==> config.mk <==
export PLATFORM = sky130hd
export DESIGN_NAME = ifetch
export DESIGN_NICKNAME = d
export VERILOG_FILES = /design/src/rtl/ifetch_pkg.sv /design/src/rtl/gen_fifo.sv /design/src/rtl/ifetch.sv
export SDC_FILE = /design/constraint.sdc
export NUM_CORES = 1
export LEC_CHECK = 0
export ABC_AREA = 1
export CORE_AREA = 2 2 247 249
export CTS_CLUSTER_SIZE = 30
export DETAILED_ROUTE_END_ITERATION = 6
export DIE_AREA = 0 0 249 251
export PLACE_DENSITY_LB_ADDON = 0.08
export SLEW_MARGIN = 40
export SYNTH_ARGS = -nofsm -noshare
export SYNTH_HDL_FRONTEND = slang
export SYNTH_HIERARCHICAL = 1
export SYNTH_SLANG_ARGS = --single-unit
==> constraint.sdc <==
create_clock -name clk -period 14.7 [get_ports clk]
set_input_delay 2.205 -clock clk [delete_from_list [all_inputs] [get_ports clk]]
set_output_delay 2.205 -clock clk [all_outputs]
set_load 0.05 [all_outputs]
==> src/rtl/ifetch_pkg.sv <==
// rtl/ifetch_pkg.sv - shared types for the instruction fetch front end
package ifetch_pkg;

    localparam int FE_XLEN = 32;

    typedef logic [31:0] t_rv_instr;

    typedef enum logic [0:0] {
        FE_RUN   = 1'b0,
        FE_DRAIN = 1'b1
    } t_fe_state;

    typedef struct packed {
        t_rv_instr            instr;
        logic [FE_XLEN-1:0]   pc;
    } t_fetch_pkt;

endpackage

==> src/rtl/gen_fifo.sv <==
// rtl/gen_fifo.sv - generic synchronous FIFO with flush, count, empty and full
module gen_fifo #(
    parameter type T     = logic [31:0],
    parameter int  DEPTH = 4
) (
    input  logic                         clk,
    input  logic                         reset,
    input  logic                         flush,
    input  logic                         push,
    input  T                             push_data,
    input  logic                         pop,
    output T                             pop_data,
    output logic [$clog2(DEPTH+1)-1:0]   count,
    output logic                         empty,
    output logic                         full
);

    localparam int AW = (DEPTH > 1) ? $clog2(DEPTH) : 1;
    localparam int CW = $clog2(DEPTH + 1);

    T              mem [DEPTH];
    logic [AW-1:0] wr_ptr;
    logic [AW-1:0] rd_ptr;
    logic          do_push;
    logic          do_pop;

    // Explicit wrap keeps non-power-of-2 depths correct.
    function automatic logic [AW-1:0] ptr_inc(input logic [AW-1:0] p);
        return (p == AW'(DEPTH - 1)) ? '0 : p + AW'(1);
    endfunction

    assign empty    = (count == '0);
    assign full     = (count == CW'(DEPTH));
    assign do_pop   = pop && !empty;
    assign do_push  = push && (!full || do_pop);
    assign pop_data = mem[rd_ptr];

    always_ff @(posedge clk) begin
        if (do_push) begin
            mem[wr_ptr] <= push_data;
        end
    end

    always_ff @(posedge clk) begin
        if (reset || flush) begin
            wr_ptr <= '0;
            rd_ptr <= '0;
            count  <= '0;
        end else begin
            if (do_push) begin
                wr_ptr <= ptr_inc(wr_ptr);
            end
            if (do_pop) begin
                rd_ptr <= ptr_inc(rd_ptr);
            end
            count <= count + CW'(do_push) - CW'(do_pop);
        end
    end

endmodule

==> src/rtl/ifetch.sv <==
// rtl/ifetch.sv - sequential instruction fetch with credit-based request issue and redirect flush
module ifetch
    import ifetch_pkg::*;
#(
    parameter int              XLEN      = FE_XLEN,
    parameter logic [XLEN-1:0] RESET_PC  = '0,
    parameter int              DEPTH     = 4,
    parameter int              MAX_OUTST = DEPTH
) (
    input  logic            clk,
    input  logic            reset,
    output logic            imem_req_vld,
    input  logic            imem_req_rdy,
    output logic [XLEN-1:0] imem_req_pc,
    input  logic            imem_rsp_vld,
    input  t_rv_instr       imem_rsp_instr,
    input  logic            redirect_vld,
    input  logic [XLEN-1:0] redirect_pc,
    output logic            valid_de0,
    input  logic            ready_de0,
    output t_rv_instr       instr_de0,
    output logic [XLEN-1:0] pc_de0
);

    localparam int CW = $clog2(DEPTH + 1);
    localparam int PW = $clog2(MAX_OUTST + 1);

    t_fe_state       state;
    t_fe_state       state_nxt;
    logic [XLEN-1:0] fetch_pc;
    logic [CW-1:0]   outstanding;
    logic [CW-1:0]   outstanding_nxt;
    logic [CW-1:0]   q_count;
    logic            q_empty;
    logic            q_full;
    t_fetch_pkt      q_head;
    t_fetch_pkt      q_in;
    logic [PW-1:0]   pcq_count;
    logic            pcq_empty;
    logic            pcq_full;
    logic [XLEN-1:0] pcq_head;
    logic            credit_ok;
    logic            fire;
    logic            rsp_push;
    logic            deq;

    // Reserving queue space for every in-flight response means a push never finds the queue full.
    assign credit_ok = (({1'b0, outstanding} + {1'b0, q_count}) < (CW+1)'(DEPTH)) &&
                       (outstanding < CW'(MAX_OUTST));

    assign imem_req_vld = !reset && (state == FE_RUN) && !redirect_vld && credit_ok;
    assign imem_req_pc  = fetch_pc;
    assign fire         = imem_req_vld && imem_req_rdy;
    assign rsp_push     = imem_rsp_vld && (state == FE_RUN) && !redirect_vld;
    assign deq          = valid_de0 && ready_de0 && !redirect_vld;

    assign outstanding_nxt = outstanding + CW'(fire) - CW'(imem_rsp_vld);

    always_comb begin
        state_nxt = state;
        if (redirect_vld || (state == FE_DRAIN)) begin
            state_nxt = (outstanding_nxt != '0) ? FE_DRAIN : FE_RUN;
        end
    end

    always_ff @(posedge clk) begin
        if (reset) begin
            state       <= FE_RUN;
            outstanding <= '0;
            fetch_pc    <= RESET_PC;
        end else begin
            state       <= state_nxt;
            outstanding <= outstanding_nxt;
            if (redirect_vld) begin
                fetch_pc <= redirect_pc & ~XLEN'(3);
            end else if (fire) begin
                fetch_pc <= fetch_pc + XLEN'(4);
            end
        end
    end

    gen_fifo #(
        .T     (logic [XLEN-1:0]),
        .DEPTH (MAX_OUTST)
    ) u_pc_fifo (
        .clk       (clk),
        .reset     (reset),
        .flush     (redirect_vld),
        .push      (fire),
        .push_data (fetch_pc),
        .pop       (rsp_push),
        .pop_data  (pcq_head),
        .count     (pcq_count),
        .empty     (pcq_empty),
        .full      (pcq_full)
    );

    assign q_in.instr = imem_rsp_instr;
    assign q_in.pc    = pcq_head;

    gen_fifo #(
        .T     (t_fetch_pkt),
        .DEPTH (DEPTH)
    ) u_instr_q (
        .clk       (clk),
        .reset     (reset),
        .flush     (redirect_vld),
        .push      (rsp_push),
        .push_data (q_in),
        .pop       (deq),
        .pop_data  (q_head),
        .count     (q_count),
        .empty     (q_empty),
        .full      (q_full)
    );

    assign valid_de0 = !q_empty;
    assign instr_de0 = q_head.instr;
    assign pc_de0    = q_head.pc;

    // Protocol invariants: responses only for issued requests, and the PC FIFO tracks them in FE_RUN.
    always_ff @(posedge clk) begin
        if (!reset) begin
            assert (!(imem_rsp_vld && (outstanding == '0)));
            assert (!(rsp_push && (q_full || pcq_empty)));
            assert (!(fire && pcq_full));
            assert ((state != FE_RUN) || (pcq_count == PW'(outstanding)));
        end
    end

endmodule

# After elaboration in Yosys (flattened, before gate mapping)
# Memory sizes are Yosys's and may differ from the RTL's. A register that Yosys moved wholly into a read port is not among the register bits.
# Index checks and enable logic that the tools add are counted.
totals:
  register_bits: 50
  memories: 2
  output_inout_bits: 98
  ram_bits: 384
  word_cells: 76
classes:
  n_bitwise: 1
  n_addsub: 12
  n_reduce_logical: 28
  magnitude_cmp: 2
  n_eq_ne: 6
  muxes: 15
memory_table:
  columns: ["memory", "words", "word_bits", "rd", "rd_ports_with_merged_regs", "wr", "line_no", "text"]
  rows:
  - ["u_instr_q.mem", 4, 64, 1, 1, 1, "gen_fifo.sv:21", "T mem [DEPTH];"]
  - ["u_pc_fifo.mem", 4, 32, 1, 1, 1, "gen_fifo.sv:21", null]
ops:
  columns: ["op", "count"]
  rows:
  - ["two-way mux 32 bit", 2]
  - ["adder 32 x 3 -> 32 bit, second input constant", 1]
  - ["two-way mux 2 bit", 8]
  - ["logical AND 1 bit", 13]
  - ["adder 3 x 1 -> 3 bit", 3]
  - ["subtractor 3 x 1 -> 3 bit", 3]
  - ["adder 2 x 1 -> 2 bit, second input constant", 4]
  - ["== test 2 bit, second input constant", 4]
  - ["== test 3 bit, second input constant", 2]
  - ["zero test 1 bit", 6]
  - ["zero test 3 bit", 2]
  - ["two-way mux 1 bit", 5]
  - ["adder 3 x 3 -> 4 bit", 1]
  - ["logical OR 1 bit", 4]
  - ["less-than comparator 4 x 3 -> 1 bit, second input constant", 1]
  - ["less-than comparator 3 bit, second input constant", 1]
  - ["nonzero test 3 bit", 1]
  - ["nonzero test 2 bit", 1]
  - ["OR reduction 2 bit", 1]
  - ["inverter 1 bit", 1]

# Logic depth before layout (Yosys ltp)
depth:
  ltp_word: 9
  depth_mapped: 15
  depth_no_buf: 14

# Hierarchy
# Netlist, hierarchy kept.
by_module_without_submodules:
  columns: ["module", "instances", "cells_per_inst", "area_per_inst_um2"]
  rows:
  - ["gen_fifo (u_instr_q)", 1, 687, 9994.6]
  - ["gen_fifo (u_pc_fifo)", 1, 377, 5285.1]
  - ["ifetch", 1, 422, 2555.0]

# Worst setup path before layout
# Ideal clock, no wire load.
synth_timing:
  path_kind: "in2reg"
  start: "in redirect_vld"
  end: "mem u_instr_q/mem[0][0] (netlist name) (enable)"
  path_stages: 5
  arrival_time_ps: 5901
  path_buffers: 2
  setup_ps: 487
  required_ps: 14213
  setup_slack_ps: 8312
  cell_sequence: "buf_2 -> buf_1 -> nor2_1 -> nand2_1 -> nor2_1"
synth_between:
  word_cells_on_any_way: 8
  cone_classes: "mux (2); reduce/logical (6)"
synth_rtl:
  columns: ["item", "line_no", "text"]
  rows:
  - ["start, declared", "ifetch.sv:17", "input logic redirect_vld,"]
  - ["zero test 1 bit", "ifetch.sv:54", "assign rsp_push = imem_rsp_vld && (state == FE_RUN) && !redirect_vld;"]
  - ["logical AND 1 bit", "ifetch.sv:54", null]
  - ["net rsp_push", "ifetch.sv:44", "logic rsp_push;"]
  - ["logical AND 1 bit", "gen_fifo.sv:35", "assign do_push = push && (!full || do_pop);"]
  - ["two-way mux 1 bit", "gen_fifo.sv:39", "if (do_push) begin"]
  - ["two-way mux 1 bit (implied by the code)", "gen_fifo.sv:40", "mem[wr_ptr] <= push_data;"]
  - ["end, declared", "gen_fifo.sv:21", null]
# The timed path passes the listed nets, and every way through them passes these cells.

# Final worst setup path
layout_timing:
  start: "in redirect_vld"
  end: "out imem_req_vld"
layout_between:
  elab_chain_cells: 3
layout_lines:
  columns: ["item", "line_no", "text"]
  rows:
  - ["zero test 1 bit", "ifetch.sv:51", "assign imem_req_vld = !reset && (state == FE_RUN) && !redirect_vld && credit_ok;"]
  - ["logical AND 1 bit (2 in series)", "ifetch.sv:51", null]
  - ["end, declared", "ifetch.sv:12", "output logic imem_req_vld,"]
# No other way between the ends.

==> reports/qor.txt <==
Outcome: complete, no violations
Period utilisation layout: 45.9%
CTS buffer count: 50
Via/cell ratio: 4.57
Setup crit end kind: primary output
Reg-to-reg endpoint: u_instr_q/mem[0][31]
Placement Cell Area: 20,100 um2
Std-Cell Rows: 90
Gpl congestion: 0.717
Post-DP HPWL: 25,600 um
DR pass1 iterations: 5
Hold Buf Count CTS: 0
Clk slew on worst S/H paths: 0.05 ns
Total Wirelength: 44,700 um
Initial Utilization: 29.8%
# DRC: 0
Initial antenna violation count: 0
Cts repair resizes: 0
Syn Area/Cell: 12.0 um2
CTS sink count: 436
Peak supply drop: 0.0707 mV
PD cells: 130 nW/um2
Final setup margin: 7.95 ns
Hold_sp: u_pc_fifo/rd_ptr[1]
Max-cap viol count: 0
Die ar.: 62,500 um2
CTS tree: built
Type of the most critical hold path: flop to flop
Switching Share: 23.0%
Reg2Reg Depth: 11
Worst Max-Slew Pin Slew: 0.769 ns
Clock Tree Root: clkbuf_16
RSZ-0062 raised after global routing: no
F_max: 148 MHz
H-tree lvl count: 2
Clock network fraction of design power: 42.0%
Grt ovf: 0
Dpl ws: 7.83 ns
Finished Cell Area: 21,700 um2
Antenna viol nets, final: 0
Tot Pwr: 2.82 mW
Critical Path RT: 12.49 ns
Max Transition Viols Final: 0
Skew final: 0.0144 ns
FF-to-FF setup slack: 11.55 ns
Sum of negative setup slack: 0 ns
Wirelength per Cell: 18.1 um
Layout cells sized above 1: 8.18%
Leakage: 7.30 nW
Tmin final: 6.75 ns
Vias in the first global route: 11,307
Mapped cell area: 17,800 um2
Seq pwr share: 50.0%
Area Growth Syn to Fin: 21.7%
Clk Latency, worst-skew pair: 0.57 ns
Internal: 2.17 mW
Port bufs: 163
# Post-CTS Setup Buffers: 0
CTS Buffer Depth: 3
Hold WS: 0.490 ns
Rel. slew slack: 48.7%
Setup CP Type: input port to primary output
Crit path max fanout: 31
NumNets Final: 1,741
Synth Instances: 1,483
Die Wd: 249 um
Core area: 59,800 um2
Routed vias: 11,280
Sw power: 0.648 mW
Yosys warns: 6
Largest net degree at the start of global routing: 81
Worst EP arrival: 4.55 ns
Number of setup violations in the final report: 0
Chip height: 251 um
Worst R2R Start: u_instr_q/count[2]
Startpoint types: input port
# IOs: 168
Comb power frac: 7.9%
First-pass GRT wire length: 68,500 um
Hold Crit Depth: 2
GRT Util Overall: 14.3%
DR iter-0 viols: 544
Final Hold Vio Count: 0
[how the worst max path moves through the flow]
stage / start / to / slack, ns / cells past startpoint
2_1_floorplan: redirect_vld / u_instr_q/mem[0][0] / 8.31 / 5
3_3_place_gp: redirect_vld / imem_req_vld / 7.84 / 6
3_5_place_dp: redirect_vld / imem_req_vld / 7.83 / 6
4_1_cts: redirect_vld / imem_req_vld / 7.82 / 6
5_1_grt: redirect_vld / imem_req_vld / 7.82 / 6
6_report: redirect_vld / imem_req_vld / 7.95 / 6
[state kept, by name, indices dropped and copies added (netlist names), 3 cells and up, named ones only]
| register | count |
|---|---|
| imem_req_pc | 30 |
| u_instr_q/mem | 256 |
| u_instr_q/count | 3 |
| outstanding | 3 |
| u_pc_fifo/mem | 128 |
| u_pc_fifo/count | 3 |
[per-layer routing]
metal	track usage, %	part of all wire (%)	vias up
met4	3.72	1.9	0
met5	0	0	-
met1	19.1	47	5421
met3	2.85	4.3	61
met2	23.9	47	205
li1	-	-	5593
[cell type report]
type / count / area, um2
clock buffer: 72 / 1370
antenna: 1 / 2.50
multi-input combinational: 887 / 4430
fill: 5849 / 38100
sequential: 436 / 12600
clock inverter: 16 / 183
timing repair buffer: 179 / 1770
tap: 782 / 978
inverter: 97 / 375
[through the flow]
stage	cells	util [%]
after floorplan	1492	-
after global placement	2381	33.6
after detailed placement	2381	33.7
after CTS	2469	36.3
after global routing	2469	36.3
final	2470	36.3
[power by group through the flow]
| stage | Sequential [mW] | Combinational (mW) | Clock, mW |
|---|---|---|---|
| finish | 1.41 | 0.224 | 1.18 |
| global route | 1.41 | 0.244 | 1.27 |
| CTS | 1.41 | 0.228 | 1.23 |
| detailed placement | 1.43 | 0.227 | 0 |
| global placement | 1.43 | 0.227 | 0 |
| floorplan | 1.45 | 0.121 | 0 |
[layout by cell type, fill, tap and decap left out, drive strengths merged]
| cell type | n |
|---|---|
| a31oi | 4 |
| bufinv | 4 |
| nand4 | 3 |
| nor2 | 286 |
| ha | 17 |
| clkinvlp | 2 |
| nand3 | 37 |
| nor3 | 2 |
| o211ai | 2 |
| xnor2 | 2 |
| a21oi | 28 |
| inv | 97 |
| edfxtp | 384 |
| buf | 16 |
| diode | 1 |
| or2 | 4 |
| nand2 | 162 |
| o22ai | 96 |
| o21ai | 215 |
| nor4 | 1 |
| clkdlybuf4s50 | 163 |
| fa | 3 |
| dfxtp | 52 |
| a22oi | 1 |
| clkinv | 10 |
| conb | 10 |
| xor2 | 14 |
| clkbuf | 72 |
[worst max-delay path, stage by stage]
cell and delay (ns):
clkdlybuf4s50_1 0.39, buf_4 0.26, inv_2 0.29, nand2_1 0.16, nor4_1 0.36, clkdlybuf4s50_1 0.87
(Power assumes the default switching activity.)
